[src/rtl/data_mem_responder.sv]
// data_mem_responder: fixed-latency word-addressed data memory for a pipeline MEM stage
// Ports: clk, reset (async, active-high); read_En/write_En/DataAddress/WriteData request;
// ReadData (held load result), rd_valid (load-done pulse), mem_stall (comb freeze), addr_err (reject pulse)
module data_mem_responder #(
  parameter int DEPTH   = 64,
  parameter int LATENCY = 2
) (
  input  logic        clk,
  input  logic        reset,
  input  logic        read_En,
  input  logic        write_En,
  input  logic [31:0] DataAddress,
  input  logic [31:0] WriteData,
  output logic [31:0] ReadData,
  output logic        rd_valid,
  output logic        mem_stall,
  output logic        addr_err
);
  localparam int AW = $clog2(DEPTH);
  localparam logic [1:0] IDLE = 2'd0, BUSY = 2'd1, DONE = 2'd2;
  logic [1:0]    state;
  logic [3:0]    cnt;
  logic          op_wr;
  logic [AW-1:0] idx;
  logic [31:0]   wdata;
  logic [31:0]   mem [DEPTH];
  logic          req, err, acc, last;
  always_comb begin
    req       = read_En | write_En;
    err       = req & ((read_En & write_En) | (|DataAddress[1:0]) | (DataAddress >= 32'(DEPTH * 4)));
    acc       = (state == IDLE) & req & ~err;
    last      = (state == BUSY) & (cnt == 4'd0);
    mem_stall = acc | (state == BUSY);
  end
  always_ff @(posedge clk or posedge reset)
    if (reset) begin
      state    <= IDLE;
      cnt      <= 4'd0;
      op_wr    <= 1'b0;
      idx      <= '0;
      wdata    <= '0;
      ReadData <= '0;
      rd_valid <= 1'b0;
      addr_err <= 1'b0;
    end else begin
      rd_valid <= last & ~op_wr;
      addr_err <= (state == IDLE) & err;
      if (acc) begin
        state <= BUSY;
        cnt   <= 4'(LATENCY - 1);
        op_wr <= write_En;
        idx   <= DataAddress[AW+1:2];
        wdata <= WriteData;
      end else if (last) state <= DONE;
      else if (state == BUSY) cnt <= cnt - 4'd1;
      else if (state == DONE) state <= IDLE;
      if (last & ~op_wr) ReadData <= mem[idx];
    end
  // storage is deliberately outside the reset domain; an abandoned store never reaches `last`
  always_ff @(posedge clk)
    if (last & op_wr) mem[idx] <= wdata;
endmodule

[config.mk]
export PLATFORM = sky130hd
export DESIGN_NAME = data_mem_responder
export DESIGN_NICKNAME = d
export VERILOG_FILES = /design/src/rtl/data_mem_responder.sv
export SDC_FILE = /design/constraint.sdc
export NUM_CORES = 2
export LEC_CHECK = 0
export CAP_MARGIN = 20
export CORE_MARGIN = 1
export CORE_UTILIZATION = 25
export DETAILED_ROUTE_END_ITERATION = 10
export PLACE_DENSITY = 0.5
export SLEW_MARGIN = 5
export SYNTH_ARGS = -nofsm -noshare
export SYNTH_HDL_FRONTEND = slang
export SYNTH_SLANG_ARGS = --single-unit
[constraint.sdc]
create_clock -name clk -period 7 [get_ports clk]
set_input_delay 1.4 -clock clk [delete_from_list [all_inputs] [get_ports clk]]
set_output_delay 1.4 -clock clk [all_outputs]
set_load 0.05 [all_outputs]
==> impl_summary.txt <==
----------------------------------------------------
[Drt]
  Total Wirelength ... between 200000 and 300000 µm
  Via count ... ~46k
  Iteration-0 DRC Markers ... 5545
  Final routed DRC violation total ... 0
  Antenna violation net count after detailed routing ... 0
  Detailed-route vias per instance ... between 5 and 6
  Count of TritonRoute iterations in the first routing pass ... 5
  Avg WL per Cell ... 29.7 µm

[Synthesis]
  Simple logic cell fraction of the synthesized area ... 2.08%
  Syn Area/Cell ... 18.8 µm²
  Register area share after synthesis ... 77.7%
  Net Count, Synth ... 4415
  Combinational family with the most area after synthesis ... multiplexers
  Synth Area in Compound Gates ... 8.50%
  Yosys synthesis warning count ... 0
  Gate Count Post-Synth ... 4346
  Synth area leaders ... sky130_fd_sc_hd__edfxtp_1, sky130_fd_sc_hd__mux4_2, sky130_fd_sc_hd__mux2_2
  Post-synth EDFFs ... 2048
  Adder-Cell Fraction of Synth Area ... 0.0153%
  Syn Std Cell Area ... 0.0817 mm²
  Share of synthesized area spent on multiplexers ... 9.81%
  Most area-hungry cell type in the Yosys netlist ... sky130_fd_sc_hd__edfxtp_1
  Unique masters post-synth ... 65
  Most frequent cell after synthesis ... sky130_fd_sc_hd__edfxtp_1
  Predominant post-synthesis flop cell ... sky130_fd_sc_hd__edfxtp_1
  Top cell type's share of synthesized area ... 75.3%
  Xor-xnor portion of the synthesized cell area ... 0%
  Flip-flop and latch count after synthesis ... 2127
  Most numerous cell types in the synthesized netlist ... sky130_fd_sc_hd__edfxtp_1, sky130_fd_sc_hd__mux2_2, sky130_fd_sc_hd__a221oi_1, sky130_fd_sc_hd__nor2_1, sky130_fd_sc_hd__a22oi_1
  Proportion of synthesized flip-flops having asynchronous set or reset ... between 3 and 4%

[Floorplanning]
  Overall die area ... between 0.3 and 0.4 mm²
  Count of pins on the block boundary ... 103
  Cell row count ... around 210
  Chip width ... 574 µm
  Starting density of the core ... 25.2%
  Die Y-Extent ... 574 µm
  Placeable Area ... 0.325 mm²

[Cells and area]
  Filler-free cell count of the finished design ... 9094
  Number of inserted filler cells in the final layout ... 31.9k
  Final-stage net count ... ~4.6k
  Final Util ... 29.6%
  Synthesis-to-finish area growth ... 17.5%
  Fraction of final layout cells sized beyond drive strength 1 ... 22.0%

[Clock tree]
  Clock root buffer master ... sky130_fd_sc_hd__clkbuf_16
  CTS hold repair buffers ... 0
  CTS tree ... yes
  Clock latency on the worst-skew pair ... 0.87 ns
  Number of H-tree levels ... 4
  Clock slew at the register clock pins of the worst setup and hold paths ... 0.06 ns
  CTS Sinks ... roughly 2.1k
  Total of cells resized after clock tree synthesis ... 0
  Buffer count from post-CTS setup fixing ... 0
  Cts bufs inserted ... 216
  Max Root-Sink Buffers ... 3

[Setup path]
  Worst-path fanout max ... 3
  Buf+Inv Stages, Crit Path ... 4
  Gate family responsible for the most delay along the worst path ... buffers and inverters
  CP Depth ... 8
  Worst path most repeated cell ... sky130_fd_sc_hd__clkdlybuf4s50_1
  Worst setup path class ... primary input to output pin
  Critical-path cell with the highest stage delay ... sky130_fd_sc_hd__clkdlybuf4s50_1
  Reg2Reg Depth ... 9
  Startpoint type of the worst setup path ... primary input
  CP Capture Type ... output pin
  Data required time at the worst endpoint ... around 5.6 ns
  Critical path, cell by cell ... clkdlybuf4s50_1 -> nor4_2 -> buf_4 -> and4b_1 -> nor4b_2 -> nor2_1 -> inv_1 -> clkdlybuf4s50_1
  Data arrival time at the worst-slack endpoint ... 3.69 ns
  Slowest cell delay on critical path ... 0.81 ns

[GRT]
  Largest net degree at the start of global routing ... 86
  Wire length of the first global-routing pass ... 373000 µm
  Overall Global Routing Usage ... 16.0%
  Via count of the first global-routing pass ... 44.8k
  Number of antenna violations at the first check in global routing ... 9
  Sum of overflow across all layers after global routing ... 0

[STA]
  Worst-Margin Slew ... 1.24 ns
  Highest clock rate ... 0.196 GHz
  Count of final hold-check violations ... 0
  Clock period minus final worst setup slack ... 5.09 ns
  Final max-slew violation count ... 0
  Final worst hold slack ... ~0.5 ns
  Setup repair after global routing missed its margin ... no
  Post-Route Setup TNS ... 0 ns
  Headroom to the max-slew limit ... 17.4%
  Part of the cycle the worst path needs ... 72.7%
  Final clock skew ... around 0.033 ns
  Count of endpoints failing setup in the final report ... 0

[Worst hold path]
  Class of the tightest hold or removal check ... register to register
  Worst Hold Path Cells ... 0

[Placed design]
  HPWL after detailed placement ... 156000 µm
  Cell count after placement ... 8682
  Number of port buffers ... slightly above 100
  Final weighted congestion of routability-driven global placement ... 0.797

[Run status]
  Status ... completed

[Power]
  Internal Pwr Total ... approximately 20000 µW
  Combinational share of power ... 0.2%
  Maximum ir drop on the vdd rail ... 0.222 mV
  Switching part of the total power ... between 10% and 20%
  Overall power after layout ... 25200 µW
  Cell area power density ... roughly 260 mW/mm²
  Proportion of power drawn by flip-flops and latches ... 54.6%
  Reported net switching power ... 4940 µW
  Part of the power in the clock network ... 45.2%
  Leakage power ... 0.0261 µW

[Job]
  Max cap viols ... 0

----------------------------------------------------
==> cell type report <==
cell class / instances / area (µm²) / share of cell area, %
flip-flops and latches: 2127 / 63500 / 66.1
multi-input cells: 1909 / 17300 / 18.0
clock buffers: 322 / 6120 / 6.37
well taps: 4325 / 5410 / 5.63
repair buffers: 314 / 2840 / 2.95
clock inverters: 85 / 812 / 0.845
inverters: 10 / 50.0 / 0.0521
diodes: 2 / 5.00 / 0.00521
==> registers in the layout, summed over array words and instances, names as in the netlist <==
register  cells
rd_valid      1
op_wr         1
addr_err      1
mem        2048
cnt           4
ReadData     32
idx           6
state         2
wdata        32
==> cell families (layout without fill, tap and decap cells) <==
kind of cell | count (synthesis) | after routing
compound gates | 941 | 941
fa+ha+maj | 1 | 1
buf+inv | 310 | 731
flops | 2127 | 2127
mux | 576 | 576
other cells | 0 | 2
simple gates | 391 | 391
==> per-layer routing <==
metal	vias to the layer above	share of wire (%)	global-route usage, %
met5	-	0.016	0
met4	2	2.4	4.21
met3	336	7.7	3.17
met2	1958	47	25.8
met1	24669	43	21.9
li1	18559	-	-
==> path summary, 6_finish.rpt <==
kind	slack (ns)	endpoint	startpoint
setup / recovery	1.91	mem_stall	DataAddress[3]
min in group asynchronous	0.95	wdata[10]	reset
setup reg to reg	2.36	ReadData[25]	idx[2]
hold reg to reg	0.50	mem[12][26]	wdata[26]
max in group asynchronous	4.57	idx[1]	reset
hold / removal	0.50	mem[12][26]	wdata[26]
==> through the flow <==
step / area [µm²] / worst slack [ns]
after floorplan: 81700 / 2.86
after global placement: 89000 / 1.79
after detailed placement: 89100 / 1.88
after CTS: 96000 / 1.84
after global routing: 96000 / 1.77
final: 96000 / 1.91
==> worst reg2reg max path, cell delays in order (launching register included) <==
cell,delay (ns)
sky130_fd_sc_hd__dfrtp_4,1.00
sky130_fd_sc_hd__buf_12,0.56
sky130_fd_sc_hd__buf_4,0.70
sky130_fd_sc_hd__nor2_4,0.06
sky130_fd_sc_hd__buf_4,0.36
sky130_fd_sc_hd__a221oi_1,0.42
sky130_fd_sc_hd__o22ai_1,0.12
sky130_fd_sc_hd__a22oi_1,0.62
sky130_fd_sc_hd__o211ai_1,0.27
sky130_fd_sc_hd__o32a_1,0.40
==> power groups by stage <==
stage	Sequential [µW]	Combinational [µW]	Clock, µW
global placement	14000	61.5	0
finish	13700	59.4	11400
detailed placement	14000	60.8	0
global route	13700	64.0	12000
floorplan	14000	8.22	0
CTS	13700	61.0	11500
==> placed cells by master (no fill, tap or decap), types with 11 or more instances in the layout <==
master / n
sky130_fd_sc_hd__clkdlybuf4s50_1: 102
sky130_fd_sc_hd__o22ai_1: 78
sky130_fd_sc_hd__mux2_2: 246
sky130_fd_sc_hd__clkbuf_8: 23
sky130_fd_sc_hd__a211oi_1: 12
sky130_fd_sc_hd__a221oi_1: 206
sky130_fd_sc_hd__a222oi_1: 15
sky130_fd_sc_hd__nand3_1: 17
sky130_fd_sc_hd__nor2_1: 130
sky130_fd_sc_hd__o32a_1: 12
sky130_fd_sc_hd__bufinv_16: 11
sky130_fd_sc_hd__clkinv_2: 26
sky130_fd_sc_hd__clkinv_1: 32
sky130_fd_sc_hd__dfrtp_2: 32
sky130_fd_sc_hd__a22oi_1: 183
sky130_fd_sc_hd__edfxtp_1: 2048
sky130_fd_sc_hd__clkbuf_1: 79
sky130_fd_sc_hd__o2bb2ai_1: 14
sky130_fd_sc_hd__mux2i_1: 172
sky130_fd_sc_hd__and3_1: 11
sky130_fd_sc_hd__a22o_1: 31
sky130_fd_sc_hd__mux4_2: 155
sky130_fd_sc_hd__a31oi_1: 26
sky130_fd_sc_hd__o21ai_0: 117
sky130_fd_sc_hd__a221o_1: 41
sky130_fd_sc_hd__buf_4: 194
sky130_fd_sc_hd__o22a_1: 16
sky130_fd_sc_hd__a21oi_1: 115
sky130_fd_sc_hd__nand2_1: 100
sky130_fd_sc_hd__o221ai_1: 17
sky130_fd_sc_hd__o211ai_1: 11
sky130_fd_sc_hd__clkbuf_16: 220
sky130_fd_sc_hd__dfrtp_1: 44
sky130_fd_sc_hd__buf_12: 18
sky130_fd_sc_hd__nor2_4: 68
Note: power is estimated with default switching activity, not from simulation.
